<file path="src/rtl/mmap_apb_bridge.sv">
// mmap_apb_bridge: converts the SoC memory-mapped peripheral request
// (picorv32-style valid/ready) into APB3 SETUP/ACCESS transfers.
// It decodes the slave index from the address, muxes read data back, and
// reports slave errors and decode misses on err_o.
//
// Optional feature: define APB_TIMEOUT_EN to abort ACCESS phases that run
// for TIMEOUT_CYC cycles without pready. An aborted transfer returns
// 32'hDEAD_BEEF with err_o set. The default build (macro undefined) waits
// for pready indefinitely.
//
// Handshake: the requester raises mmap_valid_i and holds
// addr/wdata/wstrb stable until it sees mmap_ready_o=1. mmap_ready_o is a
// single-cycle pulse, and mmap_rdata_o/err_o are meaningful only in that
// cycle. The requester drops valid in the cycle after ready. On the APB
// side a transfer is SETUP (psel=1, penable=0) for one cycle, then ACCESS
// (psel=1, penable=1) until the selected slave returns pready=1.
//
// dbg_state_o exposes the FSM state: 0=IDLE 1=SETUP 2=ACCESS 3=RESP.
module mmap_apb_bridge #(
  parameter int NUM_SLV     = 8,
  parameter int SLV_SEL_LSB = 12,
  parameter int APB_AW      = 12,
  parameter int TIMEOUT_CYC = 255
) (
  input  logic                   clk_i,
  input  logic                   rst_i,
  input  logic                   mmap_valid_i,
  input  logic [31:0]            mmap_addr_i,
  input  logic [31:0]            mmap_wdata_i,
  input  logic [3:0]             mmap_wstrb_i,
  output logic [31:0]            mmap_rdata_o,
  output logic                   mmap_ready_o,
  output logic [APB_AW-1:0]      paddr_o,
  output logic [31:0]            pwdata_o,
  output logic [3:0]             pstrb_o,
  output logic                   pwrite_o,
  output logic [NUM_SLV-1:0]     psel_o,
  output logic                   penable_o,
  input  logic [32*NUM_SLV-1:0]  prdata_i,
  input  logic [NUM_SLV-1:0]     pready_i,
  input  logic [NUM_SLV-1:0]     pslverr_i,
  output logic                   err_o,
  output logic [1:0]             dbg_state_o
);

  // The index field is one bit wider than the slave count strictly needs.
  // With a power-of-two NUM_SLV this still lets an address with an
  // out-of-range index (for example 9 with 8 slaves) register as a decode
  // miss instead of aliasing onto a real slave.
  localparam int SEL_W = $clog2(NUM_SLV + 1);
  localparam logic [SEL_W-1:0] NUM_SLV_W = SEL_W'(NUM_SLV);

  typedef enum logic [1:0] {
    IDLE   = 2'd0,
    SETUP  = 2'd1,
    ACCESS = 2'd2,
    RESP   = 2'd3
  } state_t;

  state_t              state_q, state_d;
  logic [APB_AW-1:0]   addr_q;
  logic [31:0]         wdata_q;
  logic [3:0]          wstrb_q;
  logic [SEL_W-1:0]    idx_q;
  logic [31:0]         rdata_q;
  logic                err_q;

  logic [SEL_W-1:0]    idx_in;
  logic                hit_in;
  logic                sel_pready;
  logic                sel_pslverr;
  logic [31:0]         sel_prdata;
  logic                timeout_hit;
  logic                active;

  // Only the low APB_AW bits and the index field of the address are used.
  logic unused_addr;
  assign unused_addr = ^mmap_addr_i;

  assign idx_in = mmap_addr_i[SLV_SEL_LSB +: SEL_W];
  assign hit_in = (idx_in < NUM_SLV_W);

  // Mux the selected slave's response. The other slaves are ignored.
  always_comb begin
    sel_pready  = 1'b0;
    sel_pslverr = 1'b0;
    sel_prdata  = 32'h0;
    for (int k = 0; k < NUM_SLV; k++) begin
      if (idx_q == SEL_W'(k)) begin
        sel_pready  = pready_i[k];
        sel_pslverr = pslverr_i[k];
        sel_prdata  = prdata_i[32*k +: 32];
      end
    end
  end

`ifdef APB_TIMEOUT_EN
  localparam logic [15:0] TO_LIM = 16'(TIMEOUT_CYC);
  logic [15:0] cnt_q;

  // The ACCESS wait counter clears on entry to ACCESS and counts cycles
  // without pready.
  always_ff @(posedge clk_i) begin
    if (rst_i) begin
      cnt_q <= 16'h0;
    end else if (state_q == SETUP) begin
      cnt_q <= 16'h0;
    end else if (state_q == ACCESS && !sel_pready) begin
      cnt_q <= cnt_q + 16'd1;
    end
  end

  // Abort on the cycle whose increment would reach the limit. A limit of
  // 4 therefore allows exactly 4 ACCESS cycles.
  assign timeout_hit = !sel_pready && (cnt_q == TO_LIM - 16'd1);
`else
  localparam int unused_timeout_cyc = TIMEOUT_CYC;
  assign timeout_hit = 1'b0;
`endif

  // FSM state register.
  always_ff @(posedge clk_i) begin
    if (rst_i) begin
      state_q <= IDLE;
    end else begin
      state_q <= state_d;
    end
  end

  // Next-state logic.
  always_comb begin
    state_d = state_q;
    case (state_q)
      IDLE: begin
        if (mmap_valid_i) begin
          state_d = hit_in ? SETUP : RESP;
        end
      end
      SETUP:  state_d = ACCESS;
      ACCESS: begin
        if (sel_pready || timeout_hit) begin
          state_d = RESP;
        end
      end
      RESP:   state_d = IDLE;
      default: state_d = IDLE;
    endcase
  end

  // Request latches and the captured response.
  always_ff @(posedge clk_i) begin
    if (rst_i) begin
      addr_q  <= '0;
      wdata_q <= 32'h0;
      wstrb_q <= 4'h0;
      idx_q   <= '0;
      rdata_q <= 32'h0;
      err_q   <= 1'b0;
    end else begin
      case (state_q)
        IDLE: begin
          if (mmap_valid_i) begin
            addr_q  <= mmap_addr_i[APB_AW-1:0];
            wdata_q <= mmap_wdata_i;
            wstrb_q <= mmap_wstrb_i;
            idx_q   <= idx_in;
            rdata_q <= 32'h0;
            err_q   <= !hit_in;
          end
        end
        ACCESS: begin
          if (sel_pready) begin
            rdata_q <= (sel_pslverr || (|wstrb_q)) ? 32'h0 : sel_prdata;
            err_q   <= sel_pslverr;
          end else if (timeout_hit) begin
            rdata_q <= 32'hDEAD_BEEF;
            err_q   <= 1'b1;
          end
        end
        RESP: begin
          rdata_q <= 32'h0;
          err_q   <= 1'b0;
        end
        default: begin
        end
      endcase
    end
  end

  assign active = (state_q == SETUP) || (state_q == ACCESS);

  // APB and mmap outputs decode directly from the state and the latches.
  // The APB request fields read as zero outside SETUP/ACCESS.
  always_comb begin
    paddr_o      = active ? addr_q : '0;
    pwdata_o     = active ? wdata_q : 32'h0;
    pstrb_o      = active ? wstrb_q : 4'h0;
    pwrite_o     = active && (|wstrb_q);
    penable_o    = (state_q == ACCESS);
    mmap_ready_o = (state_q == RESP);
    mmap_rdata_o = (state_q == RESP) ? rdata_q : 32'h0;
    err_o        = (state_q == RESP) && err_q;
    dbg_state_o  = state_q;
    psel_o       = '0;
    for (int k = 0; k < NUM_SLV; k++) begin
      psel_o[k] = active && (idx_q == SEL_W'(k));
    end
  end

endmodule

</file>
<file path="config.mk">
export PLATFORM = sky130hd
export DESIGN_NAME = mmap_apb_bridge
export DESIGN_NICKNAME = d
export VERILOG_FILES = /design/src/rtl/mmap_apb_bridge.sv
export SDC_FILE = /design/constraint.sdc
export NUM_CORES = 1
export LEC_CHECK = 0
export ABC_AREA = 1
export BUFFER_PORTS_ARGS = -buffer_cell sky130_fd_sc_hd__buf_2
export CAP_MARGIN = 40
export CORE_AREA = 2 2 168 170
export DETAILED_ROUTE_END_ITERATION = 12
export DIE_AREA = 0 0 170 172
export PLACE_DENSITY = 0.62
export SYNTH_ARGS = -nofsm -noshare
export SYNTH_HDL_FRONTEND = slang
export SYNTH_SLANG_ARGS = --single-unit
</file>
<file path="constraint.sdc">
create_clock -name clk_i -period 3.3 [get_ports clk_i]
set_input_delay 0.495 -clock clk_i [delete_from_list [all_inputs] [get_ports clk_i]]
set_output_delay 0.495 -clock clk_i [all_outputs]
set_load 0.02 [all_outputs]
</file>
# Word level (Yosys, flattened, before mapping)
# Cells that the tools add are included.
# op_classes
n_lt_le_gt_ge	1
eq_ne	12
mux	39
n_reduce_logical	20
# op_table
operator	count
2-to-1 mux 32 bit	13
one-hot mux 32 bit (3 select lines)	1
2-to-1 mux 1 bit	18
equality test 4 x 3 -> 1 bit (second input constant)	4
2-to-1 mux 12 bit	1
logical AND 1 bit	10
equality test 4 x 2 -> 1 bit (second input constant)	2
one-hot mux 2 bit (4 select lines)	1
2-to-1 mux 2 bit	3
equality test 2 bit (second input constant)	2
equality test 4 x 1 -> 1 bit (second input constant)	1
zero test 4 bit	1
< comparator 4 bit (second input constant)	1
2-to-1 mux 4 bit	1
AND reduction 2 bit	2
OR reduction 4 bit	1
one-hot mux 1 bit (3 select lines)	1
AND reduction 3 bit	1
nonzero test 3 bit	1
equality test 2 x 1 -> 1 bit (second input constant)	1
zero test 2 bit	1
logical OR 1 bit	2
inequality test 2 x 1 -> 1 bit (second input constant)	1
inequality test 2 bit (second input constant)	1
zero test 1 bit	1
# word_totals
ff_bits	87

# Logic depth before layout (Yosys ltp)
# depth
depth_word	13
ltp_mapped	16
mapped_depth_nobuf	14

# Worst setup path before layout
# OpenSTA, ideal clock, no wires.
# synth_path
path_kind	reg-to-output
startpoint	register state_q[0] (netlist: dbg_state_o[0])
endpoint	output psel_o[6]
t_arrival_ns	1.840
t_required_ns	2.805
slack_ns	0.965
stages_incl_launch_ff	5
path_cell_list	dfxtp_1 -> inv_1 -> ha_1 -> clkinv_1 -> nor4_1
# synth_via
elab_chain_cells	3
word_cells_on_any_way	4
classes_between	eq/ne: 2; reduce/logical: 2
# synth_lines
element	line_no	source
from (decl)	60	state_t state_q, state_d;
from (signal assigned)	126	state_q <= state_d;
equality test 2 x 1 -> 1 bit / equality test 2 bit (equally long branches)	190	assign active = (state_q == SETUP) || (state_q == ACCESS);
logical OR 1 bit *	190	
logical AND 1 bit *	206	psel_o[k] = active && (idx_q == SEL_W'(k));
to (decl)	37	output logic [NUM_SLV-1:0] psel_o,
# Mark *: on every way between the ends. The rest lies on a longest branch, timed or not.

# Worst setup path in the final report
# layout_path
startpoint	register idx_q[0]
endpoint	output psel_o[7]
# layout_via
elab_chain_cells	2
# layout_lines
element	line_no	source
from (decl)	64	logic [SEL_W-1:0] idx_q;
from (signal assigned)	166	idx_q <= idx_in;
equality test 4 x 3 -> 1 bit	206	
logical AND 1 bit	206	
# Every way passes these cells.

==> impl_metrics.xml <==
<?xml version="1.0" encoding="UTF-8"?>
<metrics>
  <group name="cells_and_area">
    <metric name="num-fill-cells" unit="">3167</metric>
    <metric name="nNetsFinal" unit="">1896</metric>
    <metric name="post_route_cells_drive_above_1_share" unit="">0.306</metric>
    <metric name="postLayoutCellArea" unit="um2">9230</metric>
    <metric name="final_core_utilization" unit="">0.336</metric>
    <metric name="multiInputGateArea" unit="um2">3730</metric>
    <metric name="area_grow_syn2layout" unit="%">43.0</metric>
    <metric name="sequential_cell_area" unit="um2">1740</metric>
    <metric name="final_cell_count_no_fill" unit="">1911</metric>
  </group>
  <group name="placed_design">
    <metric name="io_buffer_count" unit="">420</metric>
    <metric name="dpl.cell_count" unit="">1883</metric>
    <metric name="dpl.hpwl" unit="um">25400</metric>
    <metric name="dp_worst_setup_slack" unit="ns">0.776</metric>
    <metric name="placedInstanceArea" unit="um2">8850</metric>
    <metric name="gp_congestion" unit="">0.951</metric>
  </group>
  <group name="sta">
    <metric name="layout_min_cycle_time" unit="ns">2.86</metric>
    <metric name="final_max_slew_viol_count" unit="">0</metric>
    <metric name="setup_tns_after_final_layout" unit="ns">0</metric>
    <metric name="setup_violations" unit="">0</metric>
    <metric name="worst_clock_skew" unit="ns">0.0102</metric>
    <metric name="post-route-period-util" unit="">0.866</metric>
    <metric name="timing.slew.headroom" unit="">0.534</metric>
    <metric name="rsz_0062_raised_after_global_routing" unit="">false</metric>
    <metric name="tightestPinTransition" unit="ns">0.697</metric>
    <metric name="fmax" unit="MHz">350</metric>
    <metric name="hold_viol_final" unit="">0</metric>
    <metric name="setup_ws" unit="ns">0.443</metric>
  </group>
  <group name="floorplan">
    <metric name="floorplan.core_area" unit="um2">27500</metric>
    <metric name="die_x" unit="um">170</metric>
    <metric name="design.die.area" unit="um2">29200</metric>
    <metric name="die_h" unit="um">172</metric>
    <metric name="ios" unit="">437</metric>
    <metric name="placementRows" unit="">61</metric>
    <metric name="initial_utilization" unit="">0.235</metric>
  </group>
  <group name="clock_tree">
    <metric name="clock_buffer_count_from_cts" unit="">9</metric>
    <metric name="hold_fix_buffers_at_cts" unit="">0</metric>
    <metric name="tritoncts_clock_tree" unit="">done</metric>
    <metric name="worst_skew_pair.late_latency" unit="ns">0.35</metric>
    <metric name="tritoncts_num_sinks" unit="">87</metric>
    <metric name="clk_pin_slew_worst_paths" unit="ns">0.07</metric>
    <metric name="postCtsResizedCells" unit="">0</metric>
    <metric name="clockRootBuffer" unit="">sky130_fd_sc_hd__clkbuf_16</metric>
    <metric name="cts_buffer_depth" unit="">2</metric>
    <metric name="number_of_levels_the_h_tree_was_split_into" unit="">3</metric>
    <metric name="postCtsSetupBuffers" unit="">0</metric>
  </group>
  <group name="logic_synthesis">
    <metric name="synth_fp_nets" unit="">1528</metric>
    <metric name="post_synth_instance_area" unit="um2">6450</metric>
    <metric name="postSynthRegisterBits" unit="">87</metric>
    <metric name="seq_area_frac_synth" unit="">0.270</metric>
    <metric name="avgSynthCellArea" unit="um2">5.47</metric>
    <metric name="yosysWarningCount" unit="">0</metric>
    <metric name="synthCells" unit="">1180</metric>
    <metric name="yosysUniqueCellTypes" unit="">28</metric>
  </group>
  <group name="route">
    <metric name="antenna_violating_nets_post_route" unit="">0</metric>
    <metric name="drt_first_pass_iters" unit="">7</metric>
    <metric name="routed_wire_length_per_instance" unit="um">17.1</metric>
    <metric name="num_vias" unit="">8811</metric>
    <metric name="aggregate_routed_wire_length" unit="um">32700</metric>
    <metric name="first_iter_violations" unit="">628</metric>
    <metric name="detail_route.drc_violations" unit="">0</metric>
    <metric name="avgViaCountPerCell" unit="">4.61</metric>
  </group>
  <group name="global_routing">
    <metric name="globalRouteTotalUtil" unit="">0.217</metric>
    <metric name="wire_length_of_the_first_global_routing_pass" unit="um">47400</metric>
    <metric name="grt_antenna_before_repair" unit="">16</metric>
    <metric name="grt_max_degree" unit="">85</metric>
    <metric name="globalRouteOverflowTotal" unit="">0</metric>
    <metric name="via_count_of_the_first_global_routing_pass" unit="">8304</metric>
  </group>
  <group name="setup_path">
    <metric name="worst_path_largest_cell_delay" unit="ns">0.52</metric>
    <metric name="worstSetupStartpointType" unit="">register</metric>
    <metric name="crit_path_cell_trace" unit="">nand2_1, nor2_4, buf_4, inv_2, buf_4, nor2_1, buf_2</metric>
    <metric name="cpMaxStageDelayCell" unit="">sky130_fd_sc_hd__dfxtp_1</metric>
    <metric name="timing.reg2reg.worst_path_depth" unit="">11</metric>
    <metric name="timing.critical_path.mode_cell" unit="">sky130_fd_sc_hd__buf_4</metric>
    <metric name="critical_path_required" unit="ns">2.80</metric>
    <metric name="worstSetupEndpointType" unit="">primary output</metric>
    <metric name="rrSetupSlack" unit="ns">0.80</metric>
    <metric name="worstPathArrival" unit="ns">2.36</metric>
    <metric name="top_fanout_value_on_the_critical_path" unit="">33</metric>
    <metric name="criticalPathCategory" unit="">reg2out</metric>
  </group>
  <group name="power_and_ir_drop">
    <metric name="worst_ir_drop_vdd" unit="uV">408</metric>
    <metric name="power_leakage" unit="nW">5.41</metric>
    <metric name="power.density_cell_area" unit="nW/um2">793</metric>
  </group>
  <group name="flow_run">
    <metric name="maxCapViolCount" unit="">0</metric>
  </group>
  <group name="min_path">
    <metric name="hp-class" unit="">in2reg</metric>
    <metric name="min_delay_path_depth" unit="">2</metric>
  </group>
  <group name="run_status">
    <metric name="outcome" unit="">finished, final reports clean</metric>
  </group>
</metrics>
==> cell usage in the layout (no fill, tap or decap), types with 2 or more instances in the layout <==
cell / count
sky130_fd_sc_hd__o21ai_0: 72
sky130_fd_sc_hd__inv_1: 167
sky130_fd_sc_hd__buf_4: 14
sky130_fd_sc_hd__dfxtp_1: 87
sky130_fd_sc_hd__or2_2: 6
sky130_fd_sc_hd__o21ai_1: 14
sky130_fd_sc_hd__ha_1: 5
sky130_fd_sc_hd__nand3_1: 134
sky130_fd_sc_hd__buf_2: 420
sky130_fd_sc_hd__nor2_4: 4
sky130_fd_sc_hd__bufinv_16: 3
sky130_fd_sc_hd__diode_2: 13
sky130_fd_sc_hd__clkbuf_16: 9
sky130_fd_sc_hd__nor2_1: 216
sky130_fd_sc_hd__nand2_1: 280
sky130_fd_sc_hd__buf_12: 3
sky130_fd_sc_hd__a21oi_1: 67
sky130_fd_sc_hd__inv_2: 5
sky130_fd_sc_hd__nand2_2: 2
sky130_fd_sc_hd__nand4_1: 31
==> routing by layer <==
layer  wire length, um  global-route usage  share of wire  vias to the layer above
met5                57                   0         0.0017                        -
met4              1140              0.0884          0.035                        8
met3              3190              0.0661          0.098                       57
met2             15800               0.398           0.48                      423
met1             12500               0.234           0.38                     3904
li1                  -                   -              -                     4419
==> logic make-up (layout without fill, tap and decap cells) <==
logic type / Yosys count / count (layout) / synth area share
AND/OR/NAND/NOR: 681 / 681 / 0.447
flip-flops: 87 / 87 / 0.270
adder cells (fa/ha/maj): 5 / 5 / 0.00970
AO/OA/AOI/OAI: 153 / 153 / 0.119
buffers and inverters: 254 / 626 / 0.155
other: 0 / 13 / 0
==> stage by stage <==
stage,power (W),hold slack [ns]
floorplan,0.00458,0.444
detailed placement,0.00615,0.471
CTS,0.00742,0.317
global placement,0.00609,0.462
global route,0.00801,0.331
finish,0.00732,0.328
==> sequential cells by signal, summed over array words and instances (netlist names) <==
name,cells
rdata_q,32
wdata_q,32
addr_q,12
idx_q,4
wstrb_q,4
dbg_state_o,2
err_q,1
==> power by group <==
part	internal [W]	total, W	leakage [nW]	switching [W]
Combinational	0.00135	0.00439	4.53	0.00304
Sequential	0.00146	0.00169	0.719	0.000237
Clock	0.000745	0.00123	0.164	0.000489
==> area by class of cell <==
cell class | count | area share
Antenna cell | 13 | 0.00353
Clock buffer | 9 | 0.0244
Clock inverter | 6 | 0.0127
Inverter | 173 | 0.0704
Multi-Input combinational cell | 839 | 0.405
Sequential cell | 87 | 0.189
Tap cell | 346 | 0.0469
Timing Repair Buffer | 438 | 0.249
==> synthesized netlist by cell type <==
cell type,number,share of area
sky130_fd_sc_hd__or2_0,1,0.00097
sky130_fd_sc_hd__buf_6,2,0.0035
sky130_fd_sc_hd__ha_1,5,0.0097
sky130_fd_sc_hd__nand4_1,31,0.030
sky130_fd_sc_hd__or2_2,6,0.0058
sky130_fd_sc_hd__buf_1,5,0.0029
sky130_fd_sc_hd__dfxtp_1,87,0.27
sky130_fd_sc_hd__nor2_2,1,0.00097
sky130_fd_sc_hd__clkinv_1,1,0.00058
sky130_fd_sc_hd__o21ai_1,14,0.011
sky130_fd_sc_hd__nand2_1,280,0.16
sky130_fd_sc_hd__nor4_2,1,0.0019
sky130_fd_sc_hd__nand2_2,2,0.0019
sky130_fd_sc_hd__clkbuf_1,53,0.031
sky130_fd_sc_hd__nand3_2,1,0.0016
sky130_fd_sc_hd__nand2_4,1,0.0017
sky130_fd_sc_hd__inv_2,4,0.0023
sky130_fd_sc_hd__nand3_1,134,0.10
sky130_fd_sc_hd__inv_1,168,0.098
sky130_fd_sc_hd__buf_4,2,0.0023
sky130_fd_sc_hd__o21ai_0,72,0.056
sky130_fd_sc_hd__nor2_1,217,0.13
sky130_fd_sc_hd__or2_1,1,0.00097
sky130_fd_sc_hd__nor4_1,1,0.00097
sky130_fd_sc_hd__nor2_4,3,0.0052
sky130_fd_sc_hd__a21oi_1,67,0.052
sky130_fd_sc_hd__nor3_2,1,0.0016
sky130_fd_sc_hd__buf_2,19,0.015
==> path summary, 6_finish.rpt <==
check                                             start                     endpoint
worst max-delay path              idx_q[0]$_SDFFE_PP0P_                    psel_o[7]
worst min-delay path                              rst_i  dbg_state_o[1]$_SDFFE_PP0P_
worst min register to register  wdata_q[1]$_SDFFE_PP0P_      wdata_q[1]$_SDFFE_PP0P_
worst max register to register    idx_q[0]$_SDFFE_PP0P_     rdata_q[30]$_SDFFE_PP0P_
==> worst max-delay path: cells and delay by family (launching register included) <==
kind | cells | cell delay (ns)
buffers and inverters | 4 | 0.89
flip-flops | 1 | 0.52
AND/OR/NAND/NOR | 3 | 0.60
(Power assumes the default switching activity.)
